--- src/rtl/ram3_ctrl_pkg.sv ---
// Shared types and default widths for the ram3 two-port access controller.
package ram3_ctrl_pkg;

    localparam int unsigned DefaultAddrW = 10;
    localparam int unsigned DefaultDataW = 8;

    typedef enum logic [1:0] {
        StIdle,
        StAccess,
        StAck
    } state_e;

    typedef logic port_id_t;

    localparam port_id_t PortZero = 1'b0;
    localparam port_id_t PortOne  = 1'b1;

endpackage

--- src/rtl/ram3_arb_pick.sv ---
// Winner select between the two requesters. Define ARB_ROUND_ROBIN_EN for round-robin with a
// last-served pointer; otherwise port 0 has fixed priority and no state is built.
module ram3_arb_pick
    import ram3_ctrl_pkg::*;
(
`ifdef ARB_ROUND_ROBIN_EN
    input  logic clk,
    input  logic rst,
    input  logic grant_en,
`endif
    input  logic req0,
    input  logic req1,
    output logic winner
);

`ifdef ARB_ROUND_ROBIN_EN
    port_id_t last_q, last_d;

    // On a tie the port that was not served last wins.
    always_comb begin
        winner = PortZero;
        if (req0 && req1) begin
            winner = ~last_q;
        end else if (req1) begin
            winner = PortOne;
        end
    end

    always_comb begin
        last_d = last_q;
        if (grant_en) begin
            last_d = winner;
        end
    end

    // Reset to port 1 so port 0 takes the first tie.
    always_ff @(posedge clk) begin
        if (rst) begin
            last_q <= PortOne;
        end else begin
            last_q <= last_d;
        end
    end
`else
    always_comb begin
        winner = (!req0 && req1) ? PortOne : PortZero;
    end
`endif

endmodule

--- src/rtl/ram3_arb.sv ---
// Two-port req/ack access controller for the single-port ram3. Arbitration policy is set by
// ARB_ROUND_ROBIN_EN (defined: round-robin, undefined: port 0 fixed priority).
module ram3_arb
    import ram3_ctrl_pkg::*;
#(
    parameter int unsigned ADDR_W = DefaultAddrW,
    parameter int unsigned DATA_W = DefaultDataW
) (
    input  logic              clk,
    input  logic              rst,
    input  logic              req0,
    input  logic              we0,
    input  logic [ADDR_W-1:0] addr0,
    input  logic [DATA_W-1:0] wdata0,
    output logic              ack0,
    output logic [DATA_W-1:0] rdata0,
    input  logic              req1,
    input  logic              we1,
    input  logic [ADDR_W-1:0] addr1,
    input  logic [DATA_W-1:0] wdata1,
    output logic              ack1,
    output logic [DATA_W-1:0] rdata1,
    output logic              ram_cs,
    output logic              ram_wr,
    output logic [ADDR_W-1:0] ram_addr,
    output logic [DATA_W-1:0] ram_din,
    input  logic [DATA_W-1:0] ram_dout,
    output logic              busy
);

    state_e            state_q, state_d;
    port_id_t          port_q, port_d;
    logic              cs_q, cs_d;
    logic              wr_q, wr_d;
    logic [ADDR_W-1:0] addr_q, addr_d;
    logic [DATA_W-1:0] din_q, din_d;
    logic              ack0_q, ack0_d;
    logic              ack1_q, ack1_d;
    logic [DATA_W-1:0] rdata0_q, rdata0_d;
    logic [DATA_W-1:0] rdata1_q, rdata1_d;
    logic              busy_q, busy_d;
    logic              winner;
    logic              any_req;

    assign any_req = req0 || req1;

    ram3_arb_pick u_pick (
`ifdef ARB_ROUND_ROBIN_EN
        .clk      (clk),
        .rst      (rst),
        .grant_en ((state_q == StIdle) && any_req),
`endif
        .req0     (req0),
        .req1     (req1),
        .winner   (winner)
    );

    // Outputs are registered, so each is computed from the state being entered.
    always_comb begin
        state_d  = state_q;
        port_d   = port_q;
        cs_d     = 1'b0;
        wr_d     = 1'b0;
        addr_d   = '0;
        din_d    = '0;
        ack0_d   = 1'b0;
        ack1_d   = 1'b0;
        rdata0_d = rdata0_q;
        rdata1_d = rdata1_q;

        unique case (state_q)
            StIdle: begin
                if (any_req) begin
                    state_d = StAccess;
                    port_d  = winner;
                    cs_d    = 1'b1;
                    wr_d    = (winner == PortOne) ? we1 : we0;
                    addr_d  = (winner == PortOne) ? addr1 : addr0;
                    din_d   = (winner == PortOne) ? wdata1 : wdata0;
                end
            end
            StAccess: begin
                state_d = StAck;
                ack0_d  = (port_q == PortZero);
                ack1_d  = (port_q == PortOne);
                // ram_dout is combinational on addr_q, so it is valid during ACCESS.
                if (!wr_q) begin
                    if (port_q == PortOne) begin
                        rdata1_d = ram_dout;
                    end else begin
                        rdata0_d = ram_dout;
                    end
                end
            end
            StAck: begin
                state_d = StIdle;
            end
            default: begin
                state_d = StIdle;
            end
        endcase

        busy_d = (state_d != StIdle);
    end

    always_ff @(posedge clk) begin
        if (rst) begin
            state_q  <= StIdle;
            port_q   <= PortZero;
            cs_q     <= 1'b0;
            wr_q     <= 1'b0;
            addr_q   <= '0;
            din_q    <= '0;
            ack0_q   <= 1'b0;
            ack1_q   <= 1'b0;
            rdata0_q <= '0;
            rdata1_q <= '0;
            busy_q   <= 1'b0;
        end else begin
            state_q  <= state_d;
            port_q   <= port_d;
            cs_q     <= cs_d;
            wr_q     <= wr_d;
            addr_q   <= addr_d;
            din_q    <= din_d;
            ack0_q   <= ack0_d;
            ack1_q   <= ack1_d;
            rdata0_q <= rdata0_d;
            rdata1_q <= rdata1_d;
            busy_q   <= busy_d;
        end
    end

    assign ram_cs   = cs_q;
    assign ram_wr   = wr_q;
    assign ram_addr = addr_q;
    assign ram_din  = din_q;
    assign ack0     = ack0_q;
    assign ack1     = ack1_q;
    assign rdata0   = rdata0_q;
    assign rdata1   = rdata1_q;
    assign busy     = busy_q;

endmodule

--- config.mk ---
export PLATFORM = sky130hd
export DESIGN_NAME = ram3_arb
export DESIGN_NICKNAME = d
export VERILOG_FILES = /design/src/rtl/ram3_ctrl_pkg.sv /design/src/rtl/ram3_arb_pick.sv /design/src/rtl/ram3_arb.sv
export SDC_FILE = /design/constraint.sdc
export NUM_CORES = 1
export LEC_CHECK = 0
export CAP_MARGIN = 20
export CORE_MARGIN = 5
export CORE_UTILIZATION = 37
export DETAILED_ROUTE_END_ITERATION = 12
export MAX_ROUTING_LAYER = met4
export PLACE_DENSITY_LB_ADDON = 0.12
export RECOVER_POWER = 25
export SETUP_SLACK_MARGIN = 0.5
export SLEW_MARGIN = 20
export SYNTH_ARGS = -nofsm -noshare
export SYNTH_HDL_FRONTEND = slang
export SYNTH_HIERARCHICAL = 1
export SYNTH_SLANG_ARGS = --single-unit
--- constraint.sdc ---
create_clock -name clk -period 1.9 [get_ports clk]
set_clock_uncertainty 0.2 [all_clocks]
set_input_delay 0.38 -clock clk [delete_from_list [all_inputs] [get_ports clk]]
set_output_delay 0.38 -clock clk [all_outputs]
set_load 0.05 [all_outputs]
======== Word-level counts from Yosys, hierarchy flattened ========
Cells that the tools add are included.
word-level totals
  flip-flop bits (word level) ............. 42
  latch bits .............................. 0
  RAM bits ................................ 0
  memory bits (read-only) ................. 0
  input bits .............................. 50
  word-level logic and storage cells ...... 35
  memories kept ........................... 0
cells by class
  add/subtract/negate cells ............... 0
  multiply operators ...................... 0
  divide/modulo/power cells ............... 0
  magnitude comparators ................... 0
  equality and inequality tests ........... 1
  shifts and indexed selects .............. 0
  muxes and demuxes ....................... 7
  bitwise logic cells ..................... 5
  reduce and logical (&&, ||, !) cells .... 11
operators with widths
  kind                  number
  $mux W10              1
  $mux W8               1
  $reduce_and A3 Y1     2
  $not A1 Y1            5
  $pmux W2 S2           1
  $reduce_or A2 Y1      2
  $mux W1               3
  $reduce_or A3 Y1      1
  $eq A2 B1 Y1 const B  1
  $logic_not A2 Y1      1
  $mux W2               1
  $reduce_and A2 Y1     1
  $reduce_bool A2 Y1    1
  $logic_and A1 B1 Y1   1
  $logic_not A1 Y1      1
  $logic_or A1 B1 Y1    1

======== Longest topological paths before layout ========
  depth after elaboration ................. 4
  gate-level depth with buffers ........... 5
  mapped depth without buffers ............ 3

======== Modules after synthesis ========
Netlist, hierarchy kept.
by module, submodules not included
  module         times used  cells each  area an instance (µm²)  seq. area each (µm²)
  ram3_arb       1           144         1485.2                  840.8
  ram3_arb_pick  1           1           13.8                    0.0

======== Worst setup path before layout ========
OpenSTA, ideal clock, no wires.
  path kind ............................... flip-flop to flip-flop
  start ................................... reg wr_q, in the netlist ram_wr
  end ..................................... reg rdata1_q[0], in the netlist rdata1[0]
  library setup time ...................... 0.128 ns
  arrival ................................. 1.282 ns
  data required time ...................... 1.572 ns
  setup slack ............................. 0.290 ns
  cell stages (with the launch flop) ...... 5
  buffers on the path ..................... 1
  clock period less this slack ............ 1.610 ns
  cells stage by stage .................... dfxtp_1 -> and4bb_2 -> buf_4 -> mux2i_1 -> nor2_1
on the way
  longest elaborated chain between the ends .. 2
RTL lines
  what                                line             source
  start, declared                     ram3_arb.sv:34   logic wr_q, wr_d;
  start signal, assigned              ram3_arb.sv:123  wr_q <= wr_d;
  $not A1 Y1 (no source line)         n/a
  $reduce_and A3 Y1 (no source line)  n/a
  end signal, assigned                ram3_arb.sv:129  rdata1_q <= rdata1_d;
  end, declared                       ram3_arb.sv:40   logic [DATA_W-1:0] rdata1_q, rdata1_d;
Every way passes these cells.
A chain may end at the register's enable or synchronous reset.

======== Worst setup path in the final report ========
  start ................................... reg addr_q[4], in the netlist ram_addr[4]
  end ..................................... out ram_addr[4]
RTL lines
  what                    line             source
  start, declared         ram3_arb.sv:35   logic [ADDR_W-1:0] addr_q, addr_d;
  start signal, assigned  ram3_arb.sv:124  addr_q <= addr_d;
  end, declared           ram3_arb.sv:25   output logic [ADDR_W-1:0] ram_addr,
No word-level cell between the ends.

==> flow_metrics.env <==
export IMPL_first_pass_iters=4
export IMPL_cap_violations=0
export IMPL_maxSlewHeadroom_pct=59.5
export IMPL_worst_setup_path_end_kind="output port"
export IMPL_setup_slack_ps=243
export IMPL_finalCritPeriodShare_pct=87.2
export IMPL_initial_core_util_pct=37.7
export IMPL_ant_nets=0
export IMPL_leakage_nw=1.11
export IMPL_antenna_found_initial=0
export IMPL_met1_length_um=1570
export IMPL_fin_area_mm2=0.00266
export IMPL_wl_met3_um=444
export IMPL_yosys_area_top_type="dfxtp_1"
export IMPL_htreeDepth=2
export IMPL_period_minus_slack_ps=1660
export IMPL_syn2layout_area_growth_pct=77.7
export IMPL_clockBufferDepth=2
export IMPL_layout_cells_non_filler=293
export IMPL_die_x_um=73.7
export IMPL_diodes=0
export IMPL_syn_area_mm2=0.00150
export IMPL_synthCells=145
export IMPL_post_place_ws_ps=-141
export IMPL_fmax_ghz=0.603
export IMPL_min_path_type="register to register"
export IMPL_drtIter0Drc=77
export IMPL_outcome="finished clean"
export IMPL_numCtsBuffers=5
export IMPL_slew_violations=0
export IMPL_vdd_drop_max_uv=449
export IMPL_grt_pass1_vias=1377
export IMPL_vias=1356
export IMPL_ys_seq_area_share_pct=56.1
export IMPL_finalWeightedCongestion=0.766
export IMPL_netlist_area_leader_share_pct=56.1
export IMPL_grt_max_degree=20
export IMPL_path_cells="clkbuf_1"
export IMPL_grt_total_usage_pct=15.8
export IMPL_port_buffer_count=88
export IMPL_cts_hold_buf=0
export IMPL_finalHoldViolations=0
export IMPL_viasPerCell=4.63
export IMPL_dieArea_mm2=0.00542
export IMPL_slowest_stage="clkbuf_1"
export IMPL_synthArstFlopShare_pct=0
export IMPL_synth_fp_nets=195
export IMPL_yosys_top_cells_count="42 x dfxtp_1, 29 x nor2_1, 27 x mux2i_1, 18 x nand2_1, 9 x a21oi_1"
export IMPL_ios=89
export IMPL_worstMarginPinSlew_ps=610
export IMPL_rows=23
export IMPL_fin_nets=292
export IMPL_drive_above_1_share_pct=36.6
export IMPL_r2r_slack_ps=320
export IMPL_power_density_mw_per_mm2=766
export IMPL_synth_distinct_cells=19
export IMPL_synth_edf_count=0
export IMPL_finalSetupViolCount=0
export IMPL_max_stage_delay_ps=470
export IMPL_dp_cells=279
export IMPL_drc=0
export IMPL_clockRootBuffer="clkbuf_8"
export IMPL_critPathRequiredTime_ps=1320
export IMPL_ys_warn_count=6
export IMPL_cp_start_kind="register"
export IMPL_crit_path_max_fanout=1
export IMPL_criticalPathCategory="register to output port"
export IMPL_grt_pass1_wl_um=6240
export IMPL_yosysMostFrequentCell="dfxtp_1"
export IMPL_critPathBufInv=1
export IMPL_wl_met2_um=2100
export IMPL_wl_per_cell_um=14.3
export IMPL_place_area_mm2=0.00233
export IMPL_p_total_mw=2.04
export IMPL_insertion_delay_ps=290
export IMPL_cts_sinks=42
export IMPL_synth_ff_latch_count=42
export IMPL_synth_area_leaders="dfxtp_1 56%, mux2i_1 18%, nor2_1 7.3%"
export IMPL_hpwl_um=2940
export IMPL_core_area_mm2=0.00397
export IMPL_critPathTopFamily="buffers and inverters"
export IMPL_holdWs_ps=265
export IMPL_ys_flop_type="dfxtp_1"
export IMPL_wirelength_um=4200
export IMPL_cp_data_arrival_time_ps=1080
export IMPL_top_layer="met4"
export IMPL_rsz0062_at_grt="true"
export IMPL_cts_tree="yes"
export IMPL_die_h_um=73.7
export IMPL_clkTransAtPathRegs_ps=70
export IMPL_grt_overflow=0
export IMPL_avgSynthCellArea_um2=10.3
## tightest hold or removal path, cell delays in order (launching register included)
cell     delay [ps]
dfxtp_2         330
nand2_1          50
a21oi_1          50
## logic make-up (layout without fill, tap and decap cells)
logic type             count (synthesis)  after routing  synth area share, %
muxes                                 27             27                 18.0
DFF                                   42             42                 56.1
AOI/OAI and AO/OA                     10             10                 3.51
and+or+nand+nor                       55             57                 17.4
buffers and inverters                 11            107                 4.92
## path summary, 6_finish.rpt
path,startpoint,endpoint,cells after the start
max,ram_addr[4],ram_addr[4],1
min,rdata0[1],rdata0[1],2
max reg2reg,state_q[0],rdata0[6],3
min reg2reg,rdata0[1],rdata0[1],2
## flip-flops by register name (all words and copies together), names as in the netlist
signal	cells
state_q	2
rdata1	8
ram_din	8
ack0	1
ram_wr	1
ram_addr	10
rdata0	8
ack1	1
ram_cs	1
port_q	1
busy	1
## per-layer routing
metal,up-vias,track usage [%]
met5,-,-
met4,0,5.23
met3,9,7.80
met2,60,25.5
met1,611,16.8
li1,676,-
## final cells by class
class / instances / area (um^2)
clock inverters: 1 / 5.00
well taps: 50 / 62.6
multi-input cells: 94 / 648
inverters: 3 / 11.3
fillers: 313 / 1310
repair buffers: 96 / 977
flip-flops and latches: 42 / 873
clock buffers: 7 / 86.3
## power by group
group / leakage [nW] / internal (mW) / switching (mW)
registers: 0.354 / 0.930 / 0.0312
logic: 0.712 / 0.232 / 0.274
clock network: 0.0482 / 0.293 / 0.279
total: 1.11 / 1.45 / 0.585
## through the flow
stage	util [%]	setup TNS (ps)
floorplan	-	0
CTS	65.0	0
finish	67.1	0
global placement	58.7	-1990
detailed placement	58.7	-2620
global route	67.1	0
## cells in the final DEF, fill, tap and decap left out, drive strengths merged
cell type | netlist | layout
inv | 3 | 3
dfxtp | 42 | 42
dlygate4sd2 | 0 | 1
buf | 7 | 44
nor2b | 1 | 1
a21oi | 9 | 9
and4bb | 1 | 1
and3 | 1 | 1
or4b | 2 | 2
nand2 | 18 | 18
clkinv | 0 | 1
or4 | 1 | 3
clkdlybuf4s50 | 0 | 46
clkbuf | 1 | 12
o31ai | 1 | 1
nor2 | 30 | 30
nor4b | 1 | 1
mux2i | 27 | 27
## timing repair
item                                    in CTS  in global routing
endpoints found under the setup margin      57                 58
gates resized for setup                     49                 40
cloned                                       2                  0
setup buffers                                2                  2
pin swaps                                   21                  7
No activity file was read; power rests on OpenSTA's default activity.
